<file path="src/rtl/uart_tx_arb.sv">
// Round-robin scheduler sharing one uart_hs transmitter between four byte requesters.
// Latency: req seen in IDLE at cycle t -> uart_send/ack at t+1; sends spaced >= BYTE_CYCLES.
// Backpressure: requesters hold req level until ack; req is ignored while the pacing window runs.
module uart_tx_arb #(
   parameter int BYTE_CYCLES = 4340
) (
   input  logic       sys_clk,
   input  logic       sys_rst,
   input  logic [3:0] req,
   input  logic [7:0] data0,
   input  logic [7:0] data1,
   input  logic [7:0] data2,
   input  logic [7:0] data3,
   output logic [3:0] ack,
   output logic       uart_send,
   output logic [7:0] uart_data_in,
   output logic       busy,
   output logic [1:0] last_grant
);

   localparam int CW = (BYTE_CYCLES > 2) ? $clog2(BYTE_CYCLES) : 1;
   // Window covers the send cycle plus BYTE_CYCLES-1 WAIT cycles in total, so that
   // the IDLE cycle which samples req for the next grant lands exactly BYTE_CYCLES after
   // the previous grant.
   localparam logic [CW-1:0] CNT_LOAD = CW'(BYTE_CYCLES - 2);

   typedef enum logic {
      ST_IDLE = 1'b0,
      ST_WAIT = 1'b1
   } state_t;

   state_t        state_q, state_d;
   logic [CW-1:0] cnt_q, cnt_d;
   logic [1:0]    ptr_q, ptr_d;
   logic [1:0]    lg_q, lg_d;
   logic [3:0]    ack_q, ack_d;
   logic          send_q, send_d;
   logic [7:0]    data_q, data_d;

   logic [1:0]    gnt;
   logic [1:0]    idx;
   logic [7:0]    data_sel;

   // Round-robin pick: first set req bit scanning from ptr upward, modulo 4.
   always_comb begin
      gnt = ptr_q;
      idx = ptr_q;
      for (int k = 3; k >= 0; k--) begin
         idx = ptr_q + 2'(k);
         if (req[idx]) begin
            gnt = idx;
         end
      end
   end

   // Byte offered by the chosen requester, sampled in the grant cycle.
   always_comb begin
      case (gnt)
         2'd0:    data_sel = data0;
         2'd1:    data_sel = data1;
         2'd2:    data_sel = data2;
         default: data_sel = data3;
      endcase
   end

   // Next-state: grant in IDLE, count down the pacing window in WAIT.
   always_comb begin
      state_d = state_q;
      cnt_d   = cnt_q;
      ptr_d   = ptr_q;
      lg_d    = lg_q;
      ack_d   = 4'b0000;
      send_d  = 1'b0;
      data_d  = data_q;
      case (state_q)
         ST_IDLE: begin
            if (|req) begin
               send_d  = 1'b1;
               ack_d   = 4'b0001 << gnt;
               data_d  = data_sel;
               ptr_d   = gnt + 2'd1;
               lg_d    = gnt;
               cnt_d   = CNT_LOAD;
               state_d = ST_WAIT;
            end
         end
         default: begin
            if (cnt_q == '0) begin
               state_d = ST_IDLE;
            end else begin
               cnt_d = cnt_q - 1'b1;
            end
         end
      endcase
   end

   // State and output registers with synchronous reset.
   always_ff @(posedge sys_clk) begin
      if (sys_rst) begin
         state_q <= ST_IDLE;
         cnt_q   <= '0;
         ptr_q   <= 2'd0;
         lg_q    <= 2'd0;
         ack_q   <= 4'b0000;
         send_q  <= 1'b0;
         data_q  <= 8'h00;
      end else begin
         state_q <= state_d;
         cnt_q   <= cnt_d;
         ptr_q   <= ptr_d;
         lg_q    <= lg_d;
         ack_q   <= ack_d;
         send_q  <= send_d;
         data_q  <= data_d;
      end
   end

   assign ack          = ack_q;
   assign uart_send    = send_q;
   assign uart_data_in = data_q;
   assign last_grant   = lg_q;
   assign busy         = (state_q == ST_WAIT);

endmodule

</file>
<file path="config.mk">
export PLATFORM = sky130hd
export DESIGN_NAME = uart_tx_arb
export DESIGN_NICKNAME = d
export VERILOG_FILES = /design/src/rtl/uart_tx_arb.sv
export SDC_FILE = /design/constraint.sdc
export NUM_CORES = 1
export LEC_CHECK = 0
export CAP_MARGIN = 20
export CORE_AREA = 3 3 48 94
export CTS_BUF_LIST = sky130_fd_sc_hd__clkbuf_2 sky130_fd_sc_hd__clkbuf_4 sky130_fd_sc_hd__clkbuf_8
export DETAILED_ROUTE_END_ITERATION = 12
export DIE_AREA = 0 0 51 97
export HOLD_SLACK_MARGIN = 0.06
export MAX_ROUTING_LAYER = met4
export PLACE_DENSITY = 0.76
export SYNTH_ARGS = -nofsm -noshare
export SYNTH_HDL_FRONTEND = slang
export SYNTH_SLANG_ARGS = --single-unit
</file>
<file path="constraint.sdc">
create_clock -name sys_clk -period 2.15 [get_ports sys_clk]
set_input_delay 0.215 -clock sys_clk [delete_from_list [all_inputs] [get_ports sys_clk]]
set_output_delay 0.215 -clock sys_clk [all_outputs]
set_load 0.01 [all_outputs]
</file>
==> metrics.csv, run 1 <==
stage,metric,value,unit
status,status,"finished, final reports clean",
finish,final core utilization,63.7,%
global_routing,number of global-route vias before repair,1843,
global_routing,largest net degree at the start of global routing,28,
synth,Synth Cell Area,1630,µm²
synth,most used standard cells in the synthesized netlist,"31 x sky130_fd_sc_hd__dfxtp_1, 30 x sky130_fd_sc_hd__nand2_1, 21 x sky130_fd_sc_hd__a21oi_1, 13 x sky130_fd_sc_hd__o21ai_0, 11 x sky130_fd_sc_hd__clkbuf_1",
global_routing,total congestion overflow after global routing,0,
floorplan,width of the die,51,µm
sta,Min Hold Slack,0.455,ns
floorplan,die height,97,µm
power,P_leak,0.944,nW
finish,count of nets after finishing,315,
synth,synthesized area per cell,8.12,µm²
cts,maximum buffer depth of the clock tree,2,
sta,hold violation count in the final report,0,
route,Vias/cell,5.57,
critical_path,CP endpoint kind,flop,
route,average detailed-routed wire length per instance,14.9,µm
global_routing,global-route wire length before repair,7910,µm
critical_path,highest net fanout along the worst path,5,
synth,share of synthesized flip-flops with an asynchronous set or reset,0,%
run,max-cap check violation count,0,
synth,Most used DFF post-synth,sky130_fd_sc_hd__dfxtp_1,
route,residual DRC count,0,
synth,main area contributors after synthesis,"sky130_fd_sc_hd__dfxtp_1 38%, sky130_fd_sc_hd__nand2_1 6.9%, sky130_fd_sc_hd__a21oi_1 6.4%",
finish,diode insertion count for antenna repair,0,
finish,"Design Area, Final",2470,µm²
critical_path,kind of critical path,reg2reg,
critical_path,data arrival time at the worst-slack endpoint,2.22,ns
cts,"Clk Latency, worst-skew pair",0.29,ns
cts,number of sinks handled by clock tree synthesis,31,
synth,total of flip-flops plus latches after synthesis,31,
floorplan,core area,3880,µm²
sta,Setup-failing EPs final,0,
place,RePlAce Congestion,0.890,
critical_path,required time of the worst setup path,2.36,ns
floorplan,I/O pin cnt,54,
sta,pin slew with the least headroom to its limit,0.550,ns
synth,post-synth top area share,38.0,%
sta,peak clock frequency supported by timing,499,MHz
finish,layout overhead on the synthesized area,51.6,%
cts,clock root buffer,sky130_fd_sc_hd__clkbuf_8,
sta,number of max-slew violations in the final report,0,
critical_path,startpoint kind of the worst setup timing path,flop,
finish,multi-input logic area,956,µm²
power,worst vdd ir,0.558,mV
place,HPWL after DPL,3750,µm
place,count of input and output buffers,53,
route,drt first-iter violations,51,
min_path,path class of the lowest-slack min-delay path,reg2reg,
route,via count,1800,
global_routing,All-Layer GR Usage,21.5,%
synth,synthesized netlist net count,245,
synth,most used standard cell by instance count after synthesis,sky130_fd_sc_hd__dfxtp_1,
route,post-route ant nets,0,
sta,final critical path time including I/O delays and setup,2.00,ns
synth,fraction of the yosys area taken by sequential cells,38.0,%
floorplan,num rows,32,
floorplan,Total Die Area,4950,µm²
place,placed inst area,2350,µm²
global_routing,initial antenna violation count,0,
cts,hold-fix buffers at CTS,0,
synth,yosys warns,0,
route,total wire length,4820,µm
sta,setup repair after global routing missed its margin,no,
power,Total Power,0.00185,W
sta,largest clock skew in the final design,0.00895,ns
power,P per Cell Area,748,nW/µm²
synth,library cell occupying the most area in the post-synthesis netlist,sky130_fd_sc_hd__dfxtp_1,
route,number of search-and-repair iterations in the first detailed-routing pass,5,
cts,clock transition at the register clock pins on the worst setup and hold paths after CTS,0.07,ns
synth,post-synthesis cell type count,36,
sta,TNS Setup,0,ns
cts,TritonCTS clock tree,done,
finish,filler instances,367,
finish,area of all sequential standard cells,622,µm²
sta,final worst path period share,93.2,%
synth,count of flip-flops with a built-in enable after synthesis,0,
sta,Slew headroom,63.0,%
floorplan,starting density of the core,42.0,%
synth,Post-Syn Instances,201,
finish,share of cells above drive strength 1,15.4,%
cts,cts bufs inserted,5,
cts,post-cts gate resize count,0,
cts,depth of the CTS H-tree,2,
cts,post-CTS setup buffers,0,
critical path, cell delays in order, from the launching register on:
cell	delay (ns)
sky130_fd_sc_hd__dfxtp_1	0.33
sky130_fd_sc_hd__or4_4	0.57
sky130_fd_sc_hd__or4_4	0.60
sky130_fd_sc_hd__and3_4	0.21
sky130_fd_sc_hd__a311oi_2	0.22
final cells by class:
cell class	instances	share of cell area (%)
Clock buffer	7	3.89
Tap cell	51	2.58
Timing Repair Buffer	75	28.2
Sequential cell	31	25.1
Clock inverter	1	0.303
Inverter	8	1.21
Multi-Input combinational cell	150	38.6
registers in the layout, indices dropped and copies added (netlist names):
name,count
uart_send,1
busy,1
last_grant,2
cnt_q,13
ptr_q,2
ack,4
uart_data_in,8
kinds of logic after synthesis:
family / count (synthesis) / synth area share [%]
compound gates: 61 / 25.5
fa+ha+maj: 6 / 4.60
buf+inv: 20 / 4.60
flops: 31 / 38.0
simple gates: 83 / 27.2
report_power, final:
group / switching (W) / internal [W]
logic: 0.000307 / 0.000332
clock network: 0.000234 / 0.000291
registers: 0.0000472 / 0.000639
metal layers:
metal	wire (µm)	global-route usage [%]	share of wire (%)
met5	0	-	0
met4	135	12.7	2.8
met3	138	4.31	2.9
met2	2950	40.4	61
met1	1600	18.0	33
cell usage in the layout, fill, tap and decap left out, types with 2 or more instances in the layout:
cell and n:
sky130_fd_sc_hd__nor3_1 6, sky130_fd_sc_hd__nor2_1 9, sky130_fd_sc_hd__nand3b_1 3, sky130_fd_sc_hd__a211oi_1 5
sky130_fd_sc_hd__inv_1 8, sky130_fd_sc_hd__clkdlybuf4s50_1 52, sky130_fd_sc_hd__or3_1 7, sky130_fd_sc_hd__a222oi_1 8
sky130_fd_sc_hd__o311ai_0 3, sky130_fd_sc_hd__nor2b_1 3, sky130_fd_sc_hd__nand4_1 3, sky130_fd_sc_hd__ha_1 2
sky130_fd_sc_hd__dfxtp_1 30, sky130_fd_sc_hd__nand2_1 30, sky130_fd_sc_hd__nand3_1 3, sky130_fd_sc_hd__nand2b_1 3
sky130_fd_sc_hd__nor4_1 3, sky130_fd_sc_hd__nand4b_1 2, sky130_fd_sc_hd__or4_1 5, sky130_fd_sc_hd__or4_4 2
sky130_fd_sc_hd__ha_2 4, sky130_fd_sc_hd__a31oi_1 2, sky130_fd_sc_hd__a21oi_1 20, sky130_fd_sc_hd__o21ai_0 12
sky130_fd_sc_hd__buf_4 22, sky130_fd_sc_hd__and3_1 2, sky130_fd_sc_hd__clkbuf_8 7
final timing paths:
kind,from,endpoint,slack (ns),cells after the start
worst min-delay path,uart_data_in[1],uart_data_in[1],0.46,2
worst max register to register,cnt_q[10],cnt_q[1],0.15,4
worst max-delay path,cnt_q[10],cnt_q[1],0.15,4
worst min register to register,uart_data_in[1],uart_data_in[1],0.46,2
metrics by stage:
stage	std cells	setup WS, ns
6_report	323	0.145
5_1_grt	323	0.00489
4_1_cts	323	0.0422
3_5_place_dp	315	-0.268
3_3_place_gp	315	-0.222
2_1_floorplan	201	0.126
Note: power is estimated with default switching activity, not from simulation.
==> run 2, diff against run 1 <==
SKIP_CTS_REPAIR_TIMING = 1   (was default)
==> results of run 2 <==
The final DEF is identical to that of run 1; final timing and power are the same.
